--- config.mk ---
export PLATFORM = sky130hd
export DESIGN_NAME = icache_assoc
export DESIGN_NICKNAME = d
export VERILOG_FILES = /design/src/rtl/icache_assoc.sv
export SDC_FILE = /design/constraint.sdc
export NUM_CORES = 1
export LEC_CHECK = 0
export BUFFER_PORTS_ARGS = -buffer_cell sky130_fd_sc_hd__buf_4
export CAP_MARGIN = 20
export CORE_ASPECT_RATIO = 0.75
export CORE_MARGIN = 4
export CORE_UTILIZATION = 50
export DETAILED_ROUTE_END_ITERATION = 10
export PLACE_DENSITY = 0.7
export REMOVE_ABC_BUFFERS = 1
export SLEW_MARGIN = 20
export SYNTH_ARGS = -nofsm -noshare
export SYNTH_HDL_FRONTEND = slang
export SYNTH_SLANG_ARGS = --single-unit
--- constraint.sdc ---
create_clock -name clk -period 8.5 [get_ports clk]
set_input_delay 0.425 -clock clk [delete_from_list [all_inputs] [get_ports clk]]
set_output_delay 0.425 -clock clk [all_outputs]
set_load 0.05 [all_outputs]
--- src/rtl/icache_assoc.sv ---
// icache_assoc: N-way set-associative instruction cache with round-robin replacement and flush.
//   clk, rst      clock, synchronous active-high reset
//   PC, Flush     fetch byte address, invalidate-all pulse
//   Instr         fetched instruction (NOP_INSTR while stalled)
//   CacheStall    freeze fetch on miss, fill wait or flush
//   MemRead       line request, held until MemReady
//   PCMem         line-aligned address of the requested line
//   MemLine       returned line, word 0 in the low bits
//   MemReady      one-cycle pulse qualifying MemLine
module icache_assoc #(
    parameter int WORD_SIZE      = 32,
    parameter int NUM_SETS       = 4,
    parameter int NUM_WAYS       = 2,
    parameter int WORDS_PER_LINE = 4,
    parameter logic [WORD_SIZE-1:0] NOP_INSTR = 32'h0000_0013
) (
    input  logic                                clk,
    input  logic                                rst,
    input  logic [WORD_SIZE-1:0]                PC,
    input  logic                                Flush,
    output logic [WORD_SIZE-1:0]                Instr,
    output logic                                CacheStall,
    output logic                                MemRead,
    output logic [WORD_SIZE-1:0]                PCMem,
    input  logic [WORD_SIZE*WORDS_PER_LINE-1:0] MemLine,
    input  logic                                MemReady
);
    localparam int OFF_W  = $clog2(WORDS_PER_LINE);
    localparam int IDX_W  = $clog2(NUM_SETS);
    localparam int WAY_W  = NUM_WAYS > 1 ? $clog2(NUM_WAYS) : 1;
    localparam int TAG_LO = OFF_W + IDX_W + 2;
    localparam int TAG_W  = WORD_SIZE - TAG_LO;
    localparam int LINE_W = WORD_SIZE * WORDS_PER_LINE;

    typedef enum logic [1:0] {IDLE, MISS, FLUSH} state_t;

    state_t               state_q;
    logic [NUM_WAYS-1:0]  valid_q [NUM_SETS];
    logic [TAG_W-1:0]     tag_q   [NUM_SETS][NUM_WAYS];
    logic [LINE_W-1:0]    data_q  [NUM_SETS][NUM_WAYS];
    logic [WAY_W-1:0]     rr_q    [NUM_SETS];
    logic [WORD_SIZE-1:0] pcmem_q;
    logic                 memread_q;
    logic                 flush_pend_q;

    logic [IDX_W-1:0] idx, m_idx;
    logic [OFF_W-1:0] off;
    logic [TAG_W-1:0] tag, m_tag;
    logic             hit;
    logic [WAY_W-1:0] hit_way, victim, rr_d;
    logic             unused_pc;

    assign idx       = PC[OFF_W+2 +: IDX_W];
    assign off       = PC[2 +: OFF_W];
    assign tag       = PC[WORD_SIZE-1:TAG_LO];
    assign m_idx     = pcmem_q[OFF_W+2 +: IDX_W];
    assign m_tag     = pcmem_q[WORD_SIZE-1:TAG_LO];
    assign unused_pc = ^PC[1:0];

    // Descending scan so the lowest matching way wins.
    always_comb begin
        hit     = 1'b0;
        hit_way = '0;
        for (int w = NUM_WAYS - 1; w >= 0; w--) begin
            if (valid_q[idx][w] && tag_q[idx][w] == tag) begin
                hit     = 1'b1;
                hit_way = WAY_W'(w);
            end
        end
    end

    // Lowest invalid way first, otherwise the set's round-robin pointer.
    always_comb begin
        victim = NUM_WAYS == 1 ? '0 : rr_q[m_idx];
        for (int w = NUM_WAYS - 1; w >= 0; w--) begin
            if (!valid_q[m_idx][w]) victim = WAY_W'(w);
        end
    end

    assign rr_d       = NUM_WAYS == 1 ? '0 : WAY_W'(rr_q[m_idx] + 1'b1);
    assign Instr      = (!rst && state_q == IDLE && hit) ? data_q[idx][hit_way][int'(off)*WORD_SIZE +: WORD_SIZE] : NOP_INSTR;
    assign CacheStall = !rst && (state_q != IDLE || !hit);
    assign MemRead    = memread_q;
    assign PCMem      = pcmem_q;

    always_ff @(posedge clk) begin
        if (rst) begin
            state_q      <= IDLE;
            pcmem_q      <= '0;
            memread_q    <= 1'b0;
            flush_pend_q <= 1'b0;
            for (int s = 0; s < NUM_SETS; s++) begin
                valid_q[s] <= '0;
                rr_q[s]    <= '0;
            end
        end else begin
            case (state_q)
                IDLE: begin
                    if (Flush) begin
                        state_q <= FLUSH;
                    end else if (!hit) begin
                        pcmem_q   <= {PC[WORD_SIZE-1:OFF_W+2], {(OFF_W+2){1'b0}}};
                        memread_q <= 1'b1;
                        state_q   <= MISS;
                    end
                end
                MISS: begin
                    if (MemReady) begin
                        data_q[m_idx][victim]  <= MemLine;
                        tag_q[m_idx][victim]   <= m_tag;
                        valid_q[m_idx][victim] <= 1'b1;
                        rr_q[m_idx]            <= rr_d;
                        memread_q              <= 1'b0;
                        flush_pend_q           <= 1'b0;
                        state_q                <= (flush_pend_q || Flush) ? FLUSH : IDLE;
                    end else if (Flush) begin
                        flush_pend_q <= 1'b1;
                    end
                end
                default: begin
                    for (int s = 0; s < NUM_SETS; s++) valid_q[s] <= '0;
                    state_q <= IDLE;
                end
            endcase
        end
    end
endmodule

==> flow_metrics.env <==
export IMPL_cp_top_family="buffers and inverters"
export IMPL_fin_nets=2974
export IMPL_hold_class="primary input to flop"
export IMPL_grt_pass1_wl_um=171000
export IMPL_worst_ep_required_time_ns=8.08
export IMPL_synth_area_um2=50500
export IMPL_status="finished clean"
export IMPL_final_cells=4243
export IMPL_path_max_fanout=84
export IMPL_cts_made_buffers=119
export IMPL_mostFrequentLayoutCell="edfxtp_1"
export IMPL_yosysSeqAreaShare_pct=75.1
export IMPL_cts_resized=0
export IMPL_place_area_um2=53600
export IMPL_io_buffer_count=223
export IMPL_ir_worst_vdd_mv=0.156
export IMPL_ys_flop_type="edfxtp_1"
export IMPL_tns_ns=0
export IMPL_cts_sinks=1278
export IMPL_cts_buffer_depth=3
export IMPL_die_h_um=283
export IMPL_routedWlPerCell_um=26.9
export IMPL_cp_arrival_ns=5.54
export IMPL_totalWireLength_um=114000
export IMPL_powerDensity_nw_per_um2=216
export IMPL_stdcell_area_um2=58800
export IMPL_io_pin_count=230
export IMPL_tightest_slew_ns=1.10
export IMPL_crit_top_cell="buf_4"
export IMPL_place_gp_congestion=0.878
export IMPL_dr_pass1_iters=5
export IMPL_drc=0
export IMPL_cts_root_buf="clkbuf_16"
export IMPL_r2r_end="data_q[0][249]$_DFFE_PP_"
export IMPL_finalHoldViolations=0
export IMPL_vias_per_cell=5.93
export IMPL_grt_setup_unrepaired="false"
export IMPL_slew_headroom_pct=26.4
export IMPL_first_iter_violations=2517
export IMPL_clock_latency_ns=0.69
export IMPL_crit_slowest_cell="a41o_2"
export IMPL_critPathKind="primary input to output pin"
export IMPL_antenna_found_initial=20
export IMPL_ff2ff_path_depth=6
export IMPL_reg2reg_slack_ns=4.44
export IMPL_place_inst=3871
export IMPL_ys_async_sr_fraction_pct=0
export IMPL_mostFrequentLayoutCells="1,236 x edfxtp_1, 322 x mux4_2, 257 x buf_4, 142 x dlygate4sd3_1, 130 x inv_1"
export IMPL_row_count=100
export IMPL_synth_edf_count=1236
export IMPL_areaGrowthSynthToFinish_pct=16.4
export IMPL_drive_above_1_share_pct=28.3
export IMPL_finalCritPeriodShare_pct=70.1
export IMPL_avgSynthCellArea_um2=20.9
export IMPL_grt_usage_pct=21.5
export IMPL_cts_tree="built"
export IMPL_die_w_um=375
export IMPL_cp_slowest_stage_delay_ns=0.75
export IMPL_yosysUniqueCellTypes=71
export IMPL_ys_warn_count=0
export IMPL_cp_cell_sequence="buf_8 -> buf_4 -> mux4_2 -> xnor2_1 -> and4_1 -> nand4_1 -> buf_4 -> a41o_2 -> buf_4 -> mux4_2 -> a211oi_1 -> buf_4"
export IMPL_hold_end="PCMem[9]$_SDFFE_PP0P_"
export IMPL_clkTransAtPathRegs_ns=0.06
export IMPL_globalRouteOverflowTotal=0
export IMPL_max_freq_mhz=168
export IMPL_crit_buf_inv=5
export IMPL_synth_seq_cells=1278
export IMPL_postCtsSetupBuffers=0
export IMPL_start_util_pct=50.7
export IMPL_finalPower_w=0.0127
export IMPL_finalSetupViolations=0
export IMPL_ant_nets=0
export IMPL_min_delay_start="PC[9]"
export IMPL_h_tree_depth=3
export IMPL_hold_slack_ns=0.0484
export IMPL_grt_pass1_vias=26300
export IMPL_min_path_cells=3
export IMPL_drv_cap=0
export IMPL_crit_path_end_kind="output pin"
export IMPL_skew_ns=0.0260
export IMPL_syn_instance_count=2413
export IMPL_cp_start_kind="primary input"
export IMPL_p_leak_nw=19.7
export IMPL_grt_max_degree=141
export IMPL_dp_hpwl_um=61900
export IMPL_die_area_um2=106000
export IMPL_vias=25100
export IMPL_drv_slew=0
export IMPL_core_area_um2=99700
export IMPL_period_needed_ns=5.96
sequential cells by signal (all words and copies together) (netlist names), named ones only:
name	cells
MemRead	1
valid_q	8
PCMem	28
flush_pend_q	1
data_q	1024
rr_q	4
tag_q	208
state_q	2
worst max-delay path by stage:
stage / start / endpoint / slack (ns) / cells after the start
detailed placement: PC[4] / Instr[5] / 2.46 / 13
CTS: PC[4] / Instr[5] / 2.48 / 13
floorplan: flop / data_q[0][128]$_DFFE_PP_ / -0.38 / 4
global route: PC[4] / Instr[5] / 2.33 / 13
global placement: PC[4] / Instr[5] / 2.50 / 13
finish: PC[5] / Instr[5] / 2.54 / 12
worst reg2reg max path, cell delays in order (launching register included):
cell,delay (ns)
dfxtp_1,0.39
mux4_2,0.61
o21ai_0,0.21
mux4_2,0.48
nor2b_4,0.22
buf_4,0.71
buf_4,1.00
metal layers:
layer  up-vias  GRT usage (%)  routed length [um]
met3       184           4.76                8840
li1      10700              -                   -
met4        22           4.96                2130
met1     13300           30.8               47600
met2       900           34.3               55200
met5         -              0                 143
cell families after synthesis:
family,Yosys count,synth area share (%)
and+or+nand+nor,198,1.87
buffers and inverters,265,2.41
xor gates and xnor gates,41,0.726
muxes,429,16.8
other,1,0.00742
AOI/OAI and AO/OA,201,3.07
DFF,1278,75.1
synthesized netlist by cell type (3+ instances only):
library cell  instances  area (um^2)
a211o_1               3         26.3
a211oi_1             23          173
a211oi_2             10          125
a21o_1               12         90.1
a21oi_1              15         75.1
a221oi_1              3         26.3
a41o_1               34          340
and4_1                3         26.3
buf_2                41          205
buf_4                18          135
buf_6                10          113
clkbuf_1             62          233
dfxtp_1              42          841
edfxtp_1           1236        37100
inv_1               131          492
mux2_1                5         56.3
mux2_2               31          349
mux2i_1              63          631
mux4_1                7          184
mux4_2              322         7250
nand2_1              22         82.6
nand2b_1              7         43.8
nand3_1               5         25.0
nand4_1              15         93.8
nor2_1              112          420
nor2b_1               7         43.8
nor3_1                4         20.0
o2111ai_1             4         35.0
o21a_1               31          233
o21ai_0              13         65.1
o21ai_1              29          145
o221ai_1              3         26.3
o22ai_1               3         18.8
o311ai_1              3         26.3
or3_1                 4         25.0
xnor2_1              36          315
xor2_1                4         35.0
stage by stage:
step / utilization (%) / setup WS, ns
2_1_floorplan: - / -0.377
3_3_place_gp: 53.8 / 2.50
3_5_place_dp: 53.8 / 2.46
4_1_cts: 58.9 / 2.48
5_1_grt: 59.0 / 2.33
6_report: 59.0 / 2.54
cell type report:
| cell class | count | area, um^2 |
|---|---|---|
| Fill cell | 7096 | 40900 |
| Antenna cell | 9 | 22.5 |
| Sequential cell | 1278 | 38000 |
| Timing Repair Buffer | 407 | 3520 |
| Multi-Input combinational cell | 873 | 11500 |
| Clock inverter | 64 | 490 |
| Inverter | 131 | 493 |
| Tap cell | 1326 | 1660 |
| Clock buffer | 155 | 3210 |
report_power, final:
part | switching, W | total [W] | internal, W
Clock | 0.00222 | 0.00505 | 0.00283
Sequential | 0.0000307 | 0.00697 | 0.00694
Combinational | 0.000371 | 0.000690 | 0.000319
timing repair:
item / in CTS / in global routing
setup endpoints to repair: 0 / 0
endpoints found under the hold margin: 1039 / 0
hold buffers: 142 / 0
No activity file was read; power rests on OpenSTA's default activity.
